[src/rtl/key_evt_pkg.sv]
// Shared types for the key event decoder.
//   state_t    : gesture classifier states
//   evt_code_t : coded event bus values (press/release are not coded)
//   EVT_CODE_W : width of the coded event bus
package key_evt_pkg;

  localparam int unsigned EVT_CODE_W = 3;

  typedef enum logic [2:0] {
    ST_IDLE,
    ST_PRESSED,
    ST_LONG_HELD,
    ST_WAIT_GAP,
    ST_WAIT_RELEASE
  } state_t;

  typedef enum logic [EVT_CODE_W-1:0] {
    EVT_NONE   = 3'd0,
    EVT_SHORT  = 3'd1,
    EVT_LONG   = 3'd2,
    EVT_DOUBLE = 3'd3,
    EVT_REPEAT = 3'd4
  } evt_code_t;

endpackage

[src/rtl/key_event_decoder_edge_detect.sv]
// Registered-level edge detector, reusable by any key consumer.
// Ports:
//   clk   in  clock
//   rst   in  synchronous active-high reset; history loads RESET_VAL
//   level in  clk-synchronous level
//   rise  out level & ~previous level (combinational)
//   fall  out ~level & previous level (combinational)
// RESET_VAL = 1 makes a level held through reset look "already high",
// so it produces no rise after reset.
module edge_detect #(
  parameter logic RESET_VAL = 1'b1
) (
  input  logic clk,
  input  logic rst,
  input  logic level,
  output logic rise,
  output logic fall
);

  logic level_d;

  always_ff @(posedge clk) begin
    if (rst) level_d <= RESET_VAL;
    else     level_d <= level;
  end

  assign rise = level & ~level_d;
  assign fall = ~level & level_d;

endmodule

[src/rtl/key_event_decoder.sv]
// Key gesture classifier: turns a debounced key level into one-cycle
// press/release/short/long/double-click (and optional repeat) pulses,
// plus a coded event bus for a single downstream consumer.
// Ports:
//   clk, rst       clock, synchronous active-high reset
//   key_in         debounced key level, 1 = pressed
//   press_pulse    pulse on every accepted rising edge
//   release_pulse  pulse on every accepted falling edge
//   short_press    single press/release, no second press in the gap window
//   long_press     hold reached LONG_CYCLES
//   double_click   second press within the gap window
//   repeat_pulse   auto-repeat while long-held (0 unless KEY_REPEAT_EN)
//   event_valid    event_code valid this cycle
//   event_code     0 none, 1 short, 2 long, 3 double, 4 repeat
// Optional feature macro: KEY_REPEAT_EN (auto-repeat in LONG_HELD).
// All outputs are registered: an edge sampled at clock N shows in cycle N+1.
module key_event_decoder
  import key_evt_pkg::*;
#(
  parameter int unsigned LONG_CYCLES       = 50_000_000,
  parameter int unsigned DOUBLE_GAP_CYCLES = 15_000_000,
  parameter int unsigned REPEAT_CYCLES     = 10_000_000,
  parameter int unsigned CNT_W             = 32
) (
  input  logic       clk,
  input  logic       rst,
  input  logic       key_in,
  output logic       press_pulse,
  output logic       release_pulse,
  output logic       short_press,
  output logic       long_press,
  output logic       double_click,
  output logic       repeat_pulse,
  output logic       event_valid,
  output logic [2:0] event_code
);

  if (LONG_CYCLES < 2 || DOUBLE_GAP_CYCLES < 2 || REPEAT_CYCLES < 2) begin : g_param_check
    $error("key_event_decoder: cycle parameters must be >= 2");
  end

  localparam logic [CNT_W-1:0] LONG_TERM = CNT_W'(LONG_CYCLES - 1);
  localparam logic [CNT_W-1:0] GAP_TERM  = CNT_W'(DOUBLE_GAP_CYCLES - 1);
`ifdef KEY_REPEAT_EN
  localparam logic [CNT_W-1:0] REP_TERM  = CNT_W'(REPEAT_CYCLES - 1);
`endif

  logic       rise, fall;
  state_t     state, state_n;
  logic [CNT_W-1:0] cnt, cnt_n;
  logic       short_n, long_n, double_n, repeat_n;
  logic       valid_n;
  evt_code_t  code_n;

  edge_detect #(.RESET_VAL(1'b1)) u_edge (
    .clk   (clk),
    .rst   (rst),
    .level (key_in),
    .rise  (rise),
    .fall  (fall)
  );

  // Edge priority inside each state resolves the same-cycle races:
  // fall beats long terminal count, rise beats gap terminal count,
  // fall beats repeat terminal count.
  always_comb begin
    state_n  = state;
    cnt_n    = cnt;
    short_n  = 1'b0;
    long_n   = 1'b0;
    double_n = 1'b0;
    repeat_n = 1'b0;
    case (state)
      ST_IDLE: begin
        if (rise) begin
          state_n = ST_PRESSED;
          cnt_n   = '0;
        end
      end
      ST_PRESSED: begin
        if (fall) begin
          state_n = ST_WAIT_GAP;
          cnt_n   = '0;
        end else if (cnt == LONG_TERM) begin
          long_n  = 1'b1;
          state_n = ST_LONG_HELD;
          cnt_n   = '0;
        end else begin
          cnt_n = cnt + 1'b1;
        end
      end
      ST_LONG_HELD: begin
        if (fall) begin
          state_n = ST_IDLE;
          cnt_n   = '0;
        end
`ifdef KEY_REPEAT_EN
        else if (cnt == REP_TERM) begin
          repeat_n = 1'b1;
          cnt_n    = '0;
        end else begin
          cnt_n = cnt + 1'b1;
        end
`endif
      end
      ST_WAIT_GAP: begin
        if (rise) begin
          double_n = 1'b1;
          state_n  = ST_WAIT_RELEASE;
          cnt_n    = '0;
        end else if (cnt == GAP_TERM) begin
          short_n = 1'b1;
          state_n = ST_IDLE;
          cnt_n   = '0;
        end else begin
          cnt_n = cnt + 1'b1;
        end
      end
      ST_WAIT_RELEASE: begin
        if (fall) begin
          state_n = ST_IDLE;
          cnt_n   = '0;
        end
      end
      default: begin
        state_n = ST_IDLE;
        cnt_n   = '0;
      end
    endcase

    code_n = EVT_NONE;
    if (short_n)       code_n = EVT_SHORT;
    else if (long_n)   code_n = EVT_LONG;
    else if (double_n) code_n = EVT_DOUBLE;
    else if (repeat_n) code_n = EVT_REPEAT;
    valid_n = short_n | long_n | double_n | repeat_n;
  end

  always_ff @(posedge clk) begin
    if (rst) begin
      state         <= ST_IDLE;
      cnt           <= '0;
      press_pulse   <= 1'b0;
      release_pulse <= 1'b0;
      short_press   <= 1'b0;
      long_press    <= 1'b0;
      double_click  <= 1'b0;
      event_valid   <= 1'b0;
      event_code    <= EVT_NONE;
    end else begin
      state         <= state_n;
      cnt           <= cnt_n;
      press_pulse   <= rise;
      release_pulse <= fall;
      short_press   <= short_n;
      long_press    <= long_n;
      double_click  <= double_n;
      event_valid   <= valid_n;
      event_code    <= code_n;
    end
  end

`ifdef KEY_REPEAT_EN
  always_ff @(posedge clk) begin
    if (rst) repeat_pulse <= 1'b0;
    else     repeat_pulse <= repeat_n;
  end
`else
  assign repeat_pulse = 1'b0;
`endif

endmodule
[config.mk]
export PLATFORM = sky130hd
export DESIGN_NAME = key_event_decoder
export DESIGN_NICKNAME = d
export VERILOG_FILES = /design/src/rtl/key_evt_pkg.sv /design/src/rtl/key_event_decoder_edge_detect.sv /design/src/rtl/key_event_decoder.sv
export SDC_FILE = /design/constraint.sdc
export NUM_CORES = 1
export LEC_CHECK = 0
export ABC_AREA = 1
export BUFFER_PORTS_ARGS = -buffer_cell sky130_fd_sc_hd__buf_2
export CAP_MARGIN = 20
export CELL_PAD_IN_SITES_DETAIL_PLACEMENT = 0
export CELL_PAD_IN_SITES_GLOBAL_PLACEMENT = 1
export CORE_ASPECT_RATIO = 0.7
export CORE_MARGIN = 2
export CORE_UTILIZATION = 45
export CTS_BUF_LIST = sky130_fd_sc_hd__clkbuf_8
export DETAILED_ROUTE_END_ITERATION = 12
export GPL_TIMING_DRIVEN = 0
export PLACE_DENSITY_LB_ADDON = 0.1
export SETUP_SLACK_MARGIN = 0.3
export SLEW_MARGIN = 20
export SYNTH_ARGS = -nofsm -noshare
export SYNTH_HDL_FRONTEND = slang
export SYNTH_SLANG_ARGS = --single-unit
[constraint.sdc]
create_clock -name clk -period 2.1 [get_ports clk]
set_input_delay 0.42 -clock clk [delete_from_list [all_inputs] [get_ports clk]]
set_output_delay 0.42 -clock clk [all_outputs]
set_load 0.01 [all_outputs]
==> results of run 1 <==
-- metal layers --
layer  vias to the layer above  track usage  wire, um
met4                         0       0.0548        74
met2                        53        0.353      3160
li1                       1391            -         -
met3                         8       0.0335       308
met5                         -            0         0
met1                      1195        0.334      3770
-- final cells by class --
type                       count  area [um^2]
tap                           75         93.8
clock buffer                   5         68.8
multi-input combinational    318         1580
buffer                        12         73.8
sequential                    44          898
fill                         605         2650
timing repair buffer          21          133
clock inverter                 3         46.3
inverter                      64          240
-- placed cells by master, fill, tap and decap left out, types with 2 or more instances in the layout --
cell      netlist  final
a21oi_1        19     19
and2_1          4      4
buf_2           7     15
buf_4           2     13
clkbuf_1        2      2
clkbuf_4        0      2
clkbuf_8        0      5
conb_1          1      2
dfxtp_1        44     34
dfxtp_2         0      8
dfxtp_4         0      2
inv_1          59     58
inv_2           4      5
nand2_1       126    125
nand2_2         6      7
nand2_4         4      3
nand3_1        24     24
nand3_2         2      2
nand3_4         2      2
nand4_1        11     11
nor2_1         73     70
nor2_2          6      6
nor2_4          4      7
nor3_1          6      6
o21ai_0         8      8
o21bai_1        5      5
xnor2_1         4      4
xor2_1          8      8
-- registers in the layout (all words and copies together) (netlist names) --
name / flops
long_press: 1
cnt: 32
state: 3
release_pulse: 1
short_press: 1
press_pulse: 1
double_click: 1
u_edge.level_d: 1
event_code: 2
event_valid: 1
-- cell families after synthesis --
| logic type | after synthesis | share of synthesized area |
|---|---|---|
| other cells | 1 | 0.00138 |
| fa+ha+maj | 1 | 0.00461 |
| xor+xnor | 12 | 0.0387 |
| compound gates | 35 | 0.0714 |
| buf+inv | 76 | 0.114 |
| flops | 44 | 0.324 |
| simple gates | 268 | 0.446 |
-- through the flow --
stage               hold WS, ns  power, W  setup slack [ns]  instances  utilization
finish                    0.304   0.00225             0.392        542        0.541
global route              0.330   0.00237             0.261        542        0.541
CTS                       0.301   0.00223             0.308        534        0.521
detailed placement        0.512   0.00149             0.159        523        0.495
global placement          0.497   0.00149             0.191        523        0.495
floorplan                 0.471   0.00131             0.500        438            -
-- power by group --
group	switching [W]	total, W	leakage (nW)	internal, W
Combinational	0.000453	0.000662	0.901	0.000208
Clock	0.000329	0.000687	0.0548	0.000359
Sequential	0.0000291	0.000897	0.361	0.000868
Total	0.000811	0.00225	1.32	0.00144
-- worst reg2reg max path, cell delays in order, from the launching register on --
cell and delay [ns]:
dfxtp_4 0.38, ha_4 0.14, inv_2 0.04, nor2_4 0.15, nand3_2 0.13, nor2_2 0.13, nand2_2 0.09, nand2_4 0.11
nand3_4 0.15, nand2_8 0.14, buf_4 0.12, nor2_1 0.03
-- what timing repair did --
| item | CTS | global route |
|---|---|---|
| hold buffers | 0 | 0 |
| pin swaps | 2 | 9 |
| buffers inserted | 3 | 8 |
| setup endpoints to repair | 25 | 27 |
| gates resized for setup | 4 | 21 |
-- worst paths after layout --
| kind | start | endpoint | slack (ns) | cells past startpoint |
|---|---|---|---|---|
| max | cnt[0] | cnt[12] | 0.39 | 11 |
| min | key_in | u_edge.level_d | 0.30 | 3 |
| max reg2reg | cnt[0] | cnt[12] | 0.39 | 11 |
| min reg2reg | cnt[21] | cnt[21] | 0.50 | 2 |
==> results.md, run 1 <==
- Crit-path leading delay family: simple AND/OR/NAND/NOR gates
- Hold Path Class: input pin to register
- Die width: 96.9 um
- Gr ovfl total: 0
- Worst Clk Skew: 0.00674 ns
- Area grow syn2layout: 15.2%
- Flops & latches, synth: 44
- Syn Inst Count: 437
- Max IR drop VDD: 0.581 mV
- Starting Density: 0.470
- Status: finished, final reports clean
- Nets@finish: 470
- Peak Freq: 585 MHz
- Vias in the first global route: 2498
- TritonCTS clock tree: built
- Routed via count: 2647
- Reg clk slew, reported paths: 0.09 ns
- Seq/Total Area, Yosys: 0.324
- Yosys top cell by area: dfxtp_1
- Yosys cell types: 30
- DRT Pass-1 Iters: 5
- Final Setup Violations: 0
- Min Tclk post-route: 1.71 ns
- Die Y: 69.0 um
- All-Layer GR Usage: 0.228
- Max cap viols: 0
- Number of synthesized flops with an enable pin: 0
- Avg WL per Cell: 13.5 um
- # diodes: 0
- Initial drt markers: 168
- Worst Tran Pin Value: 0.649 ns
- Tcrit/Tclk final: 0.814
- CP Max Fanout: 8
- Synth cell count leaders: nand2_1, nor2_1, inv_1
- I/O pin count: 13
- Post-route antenna net violation count: 0
- Clk sinks: 44
- Core area: 5780 um^2
- Crit Path Class: register to register
- Syn. warnings: 0
- H-tree depth: 2
- RSZ-0062 raised after global routing: yes
- Post-Place Cell Area: 2860 um^2
- Leakage power: 1.32 nW
- Setup crit start kind: register
- Worst Path Arrival: 1.91 ns
- Crit-path cells: ha_4 > inv_2 > nor2_4 > nand3_2 > nor2_2 > nand2_2 > nand2_4 > nand3_4 > nand2_8 > buf_4 > nor2_1
- Routed Wire Length: 7.32 mm
- Crit path buffers/inverters: 2
- Cell area after technology mapping: 2720 um^2
- Share of layout cells above drive strength 1: 0.180
- Placed wire-length estimate: 5.52 mm
- Top-area cell type share of the netlist area: 0.324
- Clock buffer depth: 2
- Most used flip-flop cell after synthesis: dfxtp_1
- Drc violations: 0
- Setup TNS: 0 ns
- Max incr delay on CP: 0.38 ns
- Total CTS buffers: 5
- Final hold vios: 0
- Largest net degree at the start of global routing: 16
- Critical Path RT: 2.31 ns
- Initial antenna violation count: 0
- Die Footprint: 6680 um^2
- Crit path max-delay cell type: dfxtp_4
- Most frequent cell after synthesis: nand2_1
- CTS Root Cell: clkbuf_8
- Largest cells by area after synthesis: dfxtp_1, nand2_1, nor2_1, inv_1, nand3_1
- Max-slew violation count: 0
- Final Instance Area: 3130 um^2
- CP endpoint kind: register
- Power Dens Cells: 718 nW/um^2
- Global-route wire length before repair: 12.2 mm
- GPL Wtd Cong: 0.873
- Vias per cell: 4.88
- Worst relative slew slack: 0.568
- Asr flop ratio synth: 0
- Clock latency on the worst-skew pair: 0.31 ns
- Site Rows: 23
- Syn Area/Cell: 6.22 um^2
- PortBufs: 10
(Power assumes the default switching activity.)
==> run 2: changes to the inputs <==
==> constraint.sdc (replaced) <==
create_clock -name clk -period 1.7 [get_ports clk]
set_input_delay 0.34 -clock clk [delete_from_list [all_inputs] [get_ports clk]]
set_output_delay 0.34 -clock clk [all_outputs]
set_load 0.01 [all_outputs]
==> run 2 against run 1 <==
Effect of this change: sequential power grew 23%; count of clock-buffer cells in the layout unchanged; clock power grew 23%; routed wire length grew 4.5%; hold slack got worse by 0.061 ns; non-clock buffer count increased by 14; critical endpoint is now cnt[14]; total power is 34% higher; sequential share of layout area fell by 1.5 points; first-iteration DRC count grew 15%; critical path depth unchanged; via count is 5.3% higher.
==> results.md, run 2 (synthesis gave the netlist of run 1 again) <==
- Leakage power: 1.47 nW
- Die Y: 69.0 um
- Core area: 5780 um^2
- Worst slack at placement: -0.105 ns
- RSZ-0062 raised after global routing: yes
- Share of layout cells above drive strength 1: 0.285
- Area grow syn2layout: 26.7%
- Crit path max-delay cell type: dfxtp_1
- # diodes: 0
- Die Footprint: 6680 um^2
- Peak Freq: 602 MHz
- Power Dens Cells: 872 nW/um^2
- Gr ovfl total: 0
- DRT Pass-1 Iters: 5
- I/O pin count: 13
- Crit-path cells: clkbuf_4 > nand2_1 > nor2_1 > nand3_1 > nor2_2 > nand2_2 > nand2_4 > nand3_4 > nand2_8 > buf_12 > nor2_1
- Max IR drop VDD: 0.652 mV
- Worst Tran Pin Value: 0.661 ns
- R2r startpoint: cnt[17]
- Setup TNS: 0 ns
- Final Setup Violations: 0
- Initial drt markers: 194
- Global-route wire length before repair: 12.2 mm
- Hold_buf cts: 0
- Critical Path RT: 1.90 ns
- Drc violations: 0
- CP most frequent cell: nor2_1
- Max incr delay on CP: 0.32 ns
- Max reg flops: 32
- Final Instance Area: 3440 um^2
- Vias per cell: 5.01
- Worst Clk Skew: 0.00569 ns
- Reg clk slew, reported paths: 0.09 ns
- Most common cell after layout, fill and taps aside: nand2_1
- Cells on worst reg2reg path: 11
- Status: finished, final reports clean
- CP endpoint kind: register
- Hold depth: 3
- Biggest register: cnt
- Largest net degree at the start of global routing: 16
- TritonCTS clock tree: built
- Post-Place Cell Area: 2880 um^2
- Clock buffer depth: 2
- Crit Path Class: register to register
- Post-route antenna net violation count: 0
- Final hold vios: 0
- Routed via count: 2788
- Avg WL per Cell: 13.8 um
- Min Tclk post-route: 1.66 ns
- GPL Wtd Cong: 0.918
- H-tree depth: 2
- Layout Cells excl Fill: 556
- Cells after DPL: 523
- Initial antenna violation count: 0
- Hold Path Class: input pin to register
- Worst relative slew slack: 0.559
- Vias in the first global route: 2612
- CP Max Fanout: 7
- PortBufs: 10
- All-Layer GR Usage: 0.227
- Clk sinks: 44
- Final WS setup: 0.0391 ns
- Biggest regs: cnt x32, state x3, event_code x2
- Setup crit start kind: register
- Max-slew violation count: 0
- Routed Wire Length: 7.65 mm
- Site Rows: 23
- Worst Path Arrival: 1.86 ns
- Nets@finish: 484
- Tcrit/Tclk final: 0.977
- Max cap viols: 0
- Placed wire-length estimate: 5.55 mm
- Commonest non-fill, non-tap cells in the layout: nand2_1, nor2_1, inv_1, buf_4, nand3_1
- Die width: 96.9 um
- Total CTS buffers: 5
- Worst Setup SP: cnt[17]
- Worst Hold Launch: key_in
- Starting Density: 0.470
- CTS Root Cell: clkbuf_8
- Clock latency on the worst-skew pair: 0.31 ns
## run 2: area by class of cell
class	count	area, um^2
Fill cell	572	2340
Sequential cell	44	937
Buffer	12	92.6
Timing Repair Buffer	35	263
Tap cell	75	93.8
Multi-Input combinational cell	318	1690
Clock inverter	3	45.0
Inverter	64	248
Clock buffer	5	68.8
## run 2: where the power goes
part	internal, W	total [W]	switching (W)
combinational	0.000431	0.00106	0.000627
clock	0.000444	0.000845	0.000401
sequential	0.00106	0.00110	0.0000374
## run 2: critical path, delay by kind of cell (launching register included)
kind / cells / cell delay (ns)
buf+inv: 2 / 0.29
simple gates: 9 / 0.94
flops: 1 / 0.32
## run 2: worst paths after layout
path / to / slack, ns
hold reg to reg: cnt[0] / 0.50
hold / removal: u_edge.level_d / 0.24
setup / recovery: cnt[14] / 0.04
setup reg to reg: cnt[14] / 0.04
## run 2: metal layers
| layer | track usage | share of wire | vias to the layer above |
|---|---|---|---|
| li1 | - | - | 1426 |
| met1 | 0.313 | 0.48 | 1269 |
| met2 | 0.350 | 0.44 | 74 |
| met3 | 0.0487 | 0.059 | 19 |
| met4 | 0.0829 | 0.024 | 0 |
| met5 | 0 | 0 | - |
## run 2: metrics by stage
stage                     total power, W  hold WS, ns   util
after floorplan                  0.00163        0.430      -
after global placement           0.00186        0.489  0.498
after detailed placement         0.00185        0.492  0.498
after CTS                        0.00292        0.243  0.550
after global routing             0.00314        0.255  0.595
final                            0.00300        0.243  0.595
## run 2: what timing repair did
action                                  4_1_cts  5_1_grt
endpoints found under the setup margin       38       40
setup buffers                                15       10
resized for setup                            27       63
pin swaps                                    11       16
